==> src/rtl/branch_predictor_bht.sv <==
// Per-PC 2-bit BHT with a registered 1-cycle prediction, no back-pressure, and a saturating mispredict counter.
// Defining BHT_GSHARE_EN XORs a global history register into the index.
module branch_predictor_bht #(
  parameter int         IDX_BITS = 6,
  parameter logic [1:0] CNT_INIT = 2'b01
) (
  input  logic        clk,
  input  logic        rst,
  output logic        ready,
  input  logic        pred_req,
  input  logic [31:0] pred_pc,
  output logic        pred_valid,
  output logic        pred_taken,
  input  logic        upd_valid,
  input  logic [31:0] upd_pc,
  input  logic        upd_br_flag,
  input  logic        upd_pred_taken,
  output logic [31:0] mispred_cnt
);

  localparam int ENTRIES = 1 << IDX_BITS;

  typedef enum logic {INIT, RUN} state_t;

  state_t              state, state_nx;
  logic [IDX_BITS-1:0] sweep_idx;
  logic [IDX_BITS-1:0] pred_idx, upd_idx;
  logic [1:0]          bht [ENTRIES];
  logic [1:0]          upd_cnt, upd_nx;
  logic                running, do_upd;

  logic unused_pc_bits;
  assign unused_pc_bits = ^{pred_pc[31:IDX_BITS+2], pred_pc[1:0],
                            upd_pc[31:IDX_BITS+2], upd_pc[1:0]};

`ifdef BHT_GSHARE_EN
  logic [IDX_BITS-1:0] ghr;

  assign pred_idx = pred_pc[IDX_BITS+1:2] ^ ghr;
  assign upd_idx  = upd_pc[IDX_BITS+1:2] ^ ghr;

  // Shifts after the table write at the same edge, so that write uses the old history.
  always_ff @(posedge clk) begin
    if (rst) begin
      ghr <= '0;
    end else if (do_upd) begin
      ghr <= {ghr[IDX_BITS-2:0], upd_br_flag};
    end
  end
`else
  assign pred_idx = pred_pc[IDX_BITS+1:2];
  assign upd_idx  = upd_pc[IDX_BITS+1:2];
`endif

  always_ff @(posedge clk) begin
    if (rst) begin
      state <= INIT;
    end else begin
      state <= state_nx;
    end
  end

  always_comb begin
    state_nx = state;
    running  = 1'b0;
    unique case (state)
      INIT: begin
        if (sweep_idx == IDX_BITS'(ENTRIES - 1)) begin
          state_nx = RUN;
        end
      end
      RUN: begin
        running = 1'b1;
      end
      default: state_nx = INIT;
    endcase
  end

  assign ready  = running;
  assign do_upd = running && upd_valid;

  always_ff @(posedge clk) begin
    if (rst) begin
      sweep_idx <= '0;
    end else if (!running) begin
      sweep_idx <= sweep_idx + 1'b1;
    end
  end

  always_comb begin
    upd_cnt = bht[upd_idx];
    upd_nx  = upd_cnt;
    if (upd_br_flag) begin
      if (upd_cnt != 2'b11) upd_nx = upd_cnt + 2'd1;
    end else begin
      if (upd_cnt != 2'b00) upd_nx = upd_cnt - 2'd1;
    end
  end

  // The table has no reset of its own; the INIT sweep rewrites every entry.
  always_ff @(posedge clk) begin
    if (!rst) begin
      if (!running) begin
        bht[sweep_idx] <= CNT_INIT;
      end else if (upd_valid) begin
        bht[upd_idx] <= upd_nx;
      end
    end
  end

  // Reads the pre-update counter when predict and update hit the same entry.
  always_ff @(posedge clk) begin
    if (rst) begin
      pred_valid <= 1'b0;
      pred_taken <= 1'b0;
    end else if (running && pred_req) begin
      pred_valid <= 1'b1;
      pred_taken <= bht[pred_idx][1];
    end else begin
      pred_valid <= 1'b0;
    end
  end

  always_ff @(posedge clk) begin
    if (rst) begin
      mispred_cnt <= '0;
    end else if (do_upd && (upd_pred_taken != upd_br_flag) && (mispred_cnt != 32'hFFFF_FFFF)) begin
      mispred_cnt <= mispred_cnt + 32'd1;
    end
  end

endmodule

==> config.mk <==
export PLATFORM = sky130hd
export DESIGN_NAME = branch_predictor_bht
export DESIGN_NICKNAME = d
export VERILOG_FILES = /design/src/rtl/branch_predictor_bht.sv
export SDC_FILE = /design/constraint.sdc
export NUM_CORES = 1
export LEC_CHECK = 0
export CORE_AREA = 2 2 141 102
export CTS_BUF_LIST = sky130_fd_sc_hd__clkbuf_4 sky130_fd_sc_hd__clkbuf_8 sky130_fd_sc_hd__clkbuf_16
export CTS_CLUSTER_DIAMETER = 200
export DETAILED_ROUTE_END_ITERATION = 10
export DIE_AREA = 0 0 143 104
export MAX_ROUTING_LAYER = met4
export PLACE_DENSITY = 0.94
export REMOVE_ABC_BUFFERS = 1
export SETUP_SLACK_MARGIN = 0.05
export SKIP_CTS_REPAIR_TIMING = 1
export SYNTH_ARGS = -nofsm -noshare
export SYNTH_HDL_FRONTEND = slang
export SYNTH_SLANG_ARGS = --single-unit
==> constraint.sdc <==
create_clock -name clk -period 7.74 [get_ports clk]
set_input_delay 0.774 -clock clk [delete_from_list [all_inputs] [get_ports clk]]
set_output_delay 0.774 -clock clk [all_outputs]
set_load 0.02 [all_outputs]
==> results of run 1 <==
==> worst max-delay path, delay by kind of cell <==
kind | cells | cell delay (ps)
buffers and inverters | 2 | 1160
muxes | 2 | 940
AOI/OAI and AO/OA | 5 | 1390
==> worst max-delay path by stage <==
stage | cells after the start | end | from | slack (ps)
after floorplan | 7 | bht[0][0] | upd_pc[2] | 3240
after global placement | 9 | bht[40][0] | upd_pc[2] | 3360
after detailed placement | 9 | bht[40][0] | upd_pc[2] | 3180
after CTS | 9 | bht[45][0] | upd_pc[2] | 3640
after global routing | 9 | bht[44][0] | upd_pc[2] | 3360
final | 9 | bht[45][0] | upd_pc[2] | 3640
==> power by group through the flow <==
stage | Sequential [mW] | Combinational (mW) | Clock, mW
final | 0.968 | 0.104 | 0.773
after global routing | 0.968 | 0.108 | 0.811
after CTS | 0.968 | 0.100 | 0.779
after detailed placement | 0.987 | 0.100 | 0
after global placement | 0.987 | 0.0964 | 0
after floorplan | 0.986 | 0.0498 | 0
==> flip-flops by register name, summed over array words and instances, names as in the netlist <==
| name | cells |
|---|---|
| pred_taken | 1 |
| bht | 128 |
| mispred_cnt | 32 |
| state | 1 |
| sweep_idx | 6 |
| pred_valid | 1 |
==> cell families (layout without fill, tap and decap cells) <==
family / after synthesis / after routing / share of synthesized area [%]
simple gates: 248 / 248 / 14.3
flops: 169 / 169 / 58.9
compound gates: 65 / 65 / 5.65
mux: 64 / 64 / 14.9
buf+inv: 39 / 97 / 2.29
xor+xnor: 33 / 33 / 3.65
fa+ha+maj: 2 / 2 / 0.316
other cells: 0 / 1 / 0
==> cell type report <==
class / instances / area (um2) / share of cell area (%)
Clock inverter: 11 / 82.6 / 0.905
Multi-Input combinational cell: 412 / 3100 / 34.0
Sequential cell: 169 / 4660 / 51.1
Inverter: 8 / 30.0 / 0.329
Antenna cell: 1 / 2.50 / 0.0274
Timing Repair Buffer: 58 / 561 / 6.14
Clock buffer: 20 / 448 / 4.91
Tap cell: 190 / 238 / 2.60
==> cells in the mapped netlist, types with 4 or more instances <==
cell type | n | area [um2]
buf_2 | 10 | 50.1
mux4_2 | 41 | 923
inv_1 | 8 | 30.0
nor3_1 | 11 | 55.1
nor2_1 | 125 | 469
a21oi_1 | 11 | 55.1
nor2b_1 | 10 | 62.6
o22ai_1 | 5 | 31.3
edfxtp_1 | 128 | 3840
mux2_2 | 9 | 101
dfxtp_1 | 41 | 821
nand4_1 | 8 | 50.1
nor4_1 | 6 | 37.5
xor2_1 | 13 | 114
mux2i_1 | 13 | 130
buf_1 | 4 | 15.0
xnor2_1 | 20 | 175
nand2_1 | 34 | 128
a211oi_1 | 7 | 52.6
o21ai_0 | 12 | 60.1
clkbuf_1 | 13 | 48.8
nand3_1 | 22 | 110
nand2b_1 | 11 | 68.8
or3_1 | 6 | 37.5
==> through the flow <==
| step | area, um2 | hold slack (ps) |
|---|---|---|
| 2_1_floorplan | 7770 | 465 |
| 3_3_place_gp | 8590 | 456 |
| 3_5_place_dp | 8590 | 450 |
| 4_1_cts | 9130 | 467 |
| 5_1_grt | 9130 | 485 |
| 6_report | 9130 | 463 |
==> layer usage <==
| layer | GRT usage, % | wire length [um] | vias to the layer above |
|---|---|---|---|
| li1 | - | - | 2419 |
| met1 | 37.1 | 7490 | 2773 |
| met2 | 41.2 | 9340 | 438 |
| met3 | 9.62 | 2410 | 79 |
| met4 | 13.4 | 779 | 0 |
| met5 | - | 0 | - |
==> impl_metrics.env, run 1 <==
export IMPL_status="complete, no violations"
export IMPL_die_area_mm2=0.0149
export IMPL_power_mw=1.84
export IMPL_initial_core_util_pct=58.5
export IMPL_tritoncts="built"
export IMPL_first_pass_iters=9
export IMPL_ant_nets=0
export IMPL_wire_per_inst_um=23.0
export IMPL_maxCapViolCount=0
export IMPL_hold_viol_final=0
export IMPL_rsz0062_at_grt="false"
export IMPL_whs_path_depth=2
export IMPL_path_clk_slew_ps=60
export IMPL_cpMaxStageDelayCell="buf_2"
export IMPL_hold_path_class="flip-flop to flip-flop"
export IMPL_hold_end="pred_taken"
export IMPL_syn_inst=620
export IMPL_drtIter0Drc=953
export IMPL_synth_ff_type="edfxtp_1"
export IMPL_fill_cells=881
export IMPL_port_buffer_count=52
export IMPL_synth_warnings=0
export IMPL_r2r_end="bht[45][0]"
export IMPL_synthDistinctLibCells=55
export IMPL_syn_area_per_cell_um2=12.8
export IMPL_r2r_cells=8
export IMPL_grt_pass1_wl_mm=30.7
export IMPL_grt_start_max_net_pins=47
export IMPL_pwr_share_clk_pct=41.9
export IMPL_clock_sinks=169
export IMPL_grt_pass1_vias=5560
export IMPL_ctsHtreeMaxLevel=4
export IMPL_hpwlAfterDp_mm=13.2
export IMPL_syn2layout_area_growth_pct=15.2
export IMPL_peakVddDrop_uv=133
export IMPL_dp_cells=837
export IMPL_layout_commonest_cell="edfxtp_1"
export IMPL_grtUsageTotal_pct=28.7
export IMPL_worstHoldStart="pred_taken"
export IMPL_vias=5709
export IMPL_antenna_found_initial=1
export IMPL_p_comb_share_pct=5.6
export IMPL_seq_area_frac_synth_pct=58.9
export IMPL_synth_edff_count=128
export IMPL_synthArstFlopShare_pct=0
export IMPL_r2r_slack_ps=4440
export IMPL_drt_wl_total_mm=20.0
export IMPL_core_area_mm2=0.0136
export IMPL_num_io_pins=105
export IMPL_setup_ws_ps=3640
export IMPL_endpoint_kind="flip-flop"
export IMPL_drive_gt1_share_pct=13.9
export IMPL_drc_errors=0
export IMPL_post_place_ws_ps=3180
export IMPL_leakage_nw=3.04
export IMPL_clockBufferDepth=2
export IMPL_grt_overflow=0
export IMPL_p_int_mw=1.45
export IMPL_finalCritPeriodShare_pct=52.9
export IMPL_seqPwrFrac_pct=52.5
export IMPL_rows=36
export IMPL_setup_violations=0
export IMPL_clkLatencyLatePin_ps=430
export IMPL_layout_cells_non_filler=869
export IMPL_crit_path_start_kind="primary input"
export IMPL_finalClockSkew_ps=9.81
export IMPL_cp_cell_sequence="buf_2 -> mux4_1 -> mux2_2 -> o221a_1 -> a211oi_2 -> a31o_2 -> o21ai_0 -> a21oi_4 -> buf_4"
export IMPL_crit_required_ps=7940
export IMPL_finalMaxSlewViolations=0
export IMPL_cts_buffers=17
export IMPL_arrival_ps=4300
export IMPL_utilization_pct=67.3
export IMPL_gp_congestion=0.966
export IMPL_r2r_start="bht[8][0]"
export IMPL_most_common_layout_cells="edfxtp_1 (128), nor2_1 (125), clkdlybuf4s50_1 (51)"
export IMPL_die_h_um=104
export IMPL_crit_fanout=36
export IMPL_die_w_um=143
export IMPL_crit_path_max_incr_delay_ps=700
export IMPL_p_switching_mw=0.394
export IMPL_num_nets_final=738
export IMPL_syn_area_mm2=0.00793
export IMPL_tns_ps=0
export IMPL_slew_headroom_pct=36.2
export IMPL_cts_root_buf="clkbuf_16"
export IMPL_powerDensity_mw_per_mm2=202
export IMPL_max_freq_ghz=0.244
export IMPL_worst_pin_slew_ps=954
export IMPL_path_class="primary input to flip-flop"
export IMPL_min_period_ps=4100
export IMPL_vias_per_cell=6.57
export IMPL_sw_frac_of_total_pct=21.4
export IMPL_ys_seq_elements=169
Note: power is estimated with default switching activity, not from simulation.
==> run 2, diff against run 1 <==
--- a/config.mk
+++ b/config.mk
@@ -5,13 +5,13 @@
 export SDC_FILE = /design/constraint.sdc
 export NUM_CORES = 1
 export LEC_CHECK = 0
-export CORE_AREA = 2 2 141 102
+export CORE_AREA = 2 2 154 111
 export CTS_BUF_LIST = sky130_fd_sc_hd__clkbuf_4 sky130_fd_sc_hd__clkbuf_8 sky130_fd_sc_hd__clkbuf_16
 export CTS_CLUSTER_DIAMETER = 200
 export DETAILED_ROUTE_END_ITERATION = 10
-export DIE_AREA = 0 0 143 104
+export DIE_AREA = 0 0 156 113
 export MAX_ROUTING_LAYER = met4
-export PLACE_DENSITY = 0.94
+export PLACE_DENSITY = 0.85
 export REMOVE_ABC_BUFFERS = 1
 export SETUP_SLACK_MARGIN = 0.05
 export SKIP_CTS_REPAIR_TIMING = 1
==> constraint.sdc (replaced) <==
create_clock -name clk -period 3.5 [get_ports clk]
set_input_delay 0.35 -clock clk [delete_from_list [all_inputs] [get_ports clk]]
set_output_delay 0.35 -clock clk [all_outputs]
set_load 0.02 [all_outputs]
==> impl_metrics.env, run 2 (synthesis results as in run 1) <==
export IMPL_seqPwrFrac_pct=50.5
export IMPL_hpwlAfterDp_mm=13.4
export IMPL_peakVddDrop_uv=399
export IMPL_top_register="bht"
export IMPL_tritoncts="built"
export IMPL_antenna_found_initial=0
export IMPL_path_class="primary input to flip-flop"
export IMPL_drc_errors=0
export IMPL_p_comb_share_pct=5.7
export IMPL_finalClockSkew_ps=8.42
export IMPL_endpoint_kind="flip-flop"
export IMPL_arrival_ps=3480
export IMPL_die_h_um=113
export IMPL_status="complete, no violations"
export IMPL_num_io_pins=105
export IMPL_initial_core_util_pct=49.4
export IMPL_maxCapViolCount=0
export IMPL_clkLatencyLatePin_ps=430
export IMPL_hold_path_class="flip-flop to flip-flop"
export IMPL_multiInputGateArea_mm2=0.00310
export IMPL_holdWs_ps=474
export IMPL_drive_gt1_share_pct=15.7
export IMPL_reg_largest_list="bht (128), mispred_cnt (32), sweep_idx (6)"
export IMPL_dp_cells=861
export IMPL_cts_buffers=17
export IMPL_wire_per_inst_um=21.7
export IMPL_grt_overflow=0
export IMPL_crit_fanout=33
export IMPL_grt_pass1_vias=5375
export IMPL_layout_cells_non_filler=893
export IMPL_r2r_start="bht[3][0]"
export IMPL_num_nets_final=747
export IMPL_drt_wl_total_mm=19.4
export IMPL_max_freq_ghz=0.302
export IMPL_finalCritPeriodShare_pct=94.6
export IMPL_worst_pin_slew_ps=802
export IMPL_drtIter0Drc=703
export IMPL_die_area_mm2=0.0176
export IMPL_cpMaxStageDelayCell="clkdlybuf4s50_1"
export IMPL_core_area_mm2=0.0161
export IMPL_vias=5561
export IMPL_timing_critical_path_from="upd_pc[3]"
export IMPL_ant_nets=0
export IMPL_crit_path_start_kind="primary input"
export IMPL_min_period_ps=3310
export IMPL_fill_cells=1161
export IMPL_r2r_end="bht[0][0]"
export IMPL_path_clk_slew_ps=60
export IMPL_leakage_nw=3.15
export IMPL_p_int_mw=3.35
export IMPL_rows=39
export IMPL_cpMostUsedCell="buf_4"
export IMPL_slew_headroom_pct=46.4
export IMPL_layout_commonest_cell="edfxtp_1"
export IMPL_finalMaxSlewViolations=0
export IMPL_sw_frac_of_total_pct=20.9
export IMPL_cts_root_buf="clkbuf_16"
export IMPL_crit_path_max_incr_delay_ps=570
export IMPL_port_buffer_count=52
export IMPL_r2r_cells=8
export IMPL_vias_per_cell=6.23
export IMPL_clockBufferDepth=2
export IMPL_cp_cell_sequence="clkdlybuf4s50_1 -> buf_4 -> buf_4 -> nand2b_1 -> o22ai_1 -> a211oi_1 -> a41oi_1 -> nand3_1 -> nor4_1 -> a21oi_4 -> buf_12"
export IMPL_clock_sinks=169
export IMPL_pwr_share_clk_pct=43.8
export IMPL_rsz0062_at_grt="false"
export IMPL_syn2layout_area_growth_pct=17.6
export IMPL_largest_reg_flops=128
export IMPL_gp_congestion=0.909
export IMPL_post_place_ws_ps=-169
export IMPL_most_common_layout_cells="edfxtp_1 (128), nor2_1 (125), clkdlybuf4s50_1 (51)"
export IMPL_worstHoldStart="pred_taken"
export IMPL_hold_viol_final=0
export IMPL_grtUsageTotal_pct=23.6
export IMPL_r2r_slack_ps=420
export IMPL_cp_buffers_inverters=4
export IMPL_setup_violations=0
export IMPL_utilization_pct=58.1
export IMPL_grt_pass1_wl_mm=30.1
export IMPL_first_pass_iters=8
export IMPL_regArea_mm2=0.00466
export IMPL_die_w_um=156
export IMPL_crit_required_ps=3670
export IMPL_hold_end="pred_taken"
export IMPL_path_depth=11
export IMPL_p_switching_mw=0.887
export IMPL_powerDensity_mw_per_mm2=455
export IMPL_whs_path_depth=2
export IMPL_setup_ws_ps=190
export IMPL_ctsHtreeMaxLevel=4
export IMPL_num_antenna_cells=0
export IMPL_critPathTopFamily="buffers and inverters"
export IMPL_grt_start_max_net_pins=42
-- run 2: changes by cell type in the layout (fill, tap and decap cells not counted), moves of 3 or more --
cell / change
clkinvlp_4: -3
buf_12: +4
clkinv_1: -4
buf_4: +5
clkbuf_8: +3
-- run 2: final cells by class --
type | count | area share (%)
Clock buffer | 26 | 5.68
Clock inverter | 6 | 0.658
Inverter | 8 | 0.322
Multi-Input combinational cell | 412 | 33.3
Sequential cell | 169 | 50.0
Tap cell | 205 | 2.75
Timing Repair Buffer | 67 | 7.28
-- run 2: how the worst max path moves through the flow --
stage / end / slack [ps]
4_1_cts: bht[40][0] / 290
6_report: bht[0][0] / 190
5_1_grt: bht[40][0] / 60
3_5_place_dp: bht[32][0] / -170
3_3_place_gp: bht[32][0] / -20
2_1_floorplan: bht[0][0] / -580
-- run 2: power by group through the flow --
stage          registers, mW  logic, mW  clock network [mW]
2_1_floorplan           2.18      0.110                   0
3_3_place_gp            2.18      0.229                   0
3_5_place_dp            2.18      0.235                   0
4_1_cts                 2.14      0.236                1.87
5_1_grt                 2.14      0.254                1.95
6_report                2.14      0.241                1.86
-- run 2: through the flow --
step           power, mW  TNS (ps)  area [um2]
2_1_floorplan       2.29    -44710        7770
3_3_place_gp        2.41      -675        8730
3_5_place_dp        2.42     -5370        8730
4_1_cts             4.25         0        9320
5_1_grt             4.34         0        9320
6_report            4.24         0        9320
-- run 2: routing by layer --
layer  up-vias  part of all wire, %  track usage, %  routed length, um
li1       2439                    -               -                  -
met1      2754                   40            31.2               7720
met2       316                   47            35.3               9110
met3        52                   10            6.86               1940
met4         0                  3.1            8.20                609
met5         -                    0               -                  0
-- run 2: worst min-delay path, stage by stage (launching register included) --
cell	delay, ps
dfxtp_1	310
nand2_1	60
a21oi_1	50
==> run 3, diff against run 2 <==
--- a/config.mk
+++ b/config.mk
@@ -18,3 +18,4 @@
 export SYNTH_ARGS = -nofsm -noshare
 export SYNTH_HDL_FRONTEND = slang
 export SYNTH_SLANG_ARGS = --single-unit
+export TNS_END_PERCENT = 5
==> constraint.sdc (replaced) <==
create_clock -name clk -period 3.5 [get_ports clk]
set_input_delay 0.35 -clock clk [delete_from_list [all_inputs] [get_ports clk]]
set_output_delay 0.35 -clock clk [all_outputs]
set_load 0.1 [all_outputs]
==> results of run 3 <==
Same layout as run 2 (identical final DEF). Status: complete, no violations.
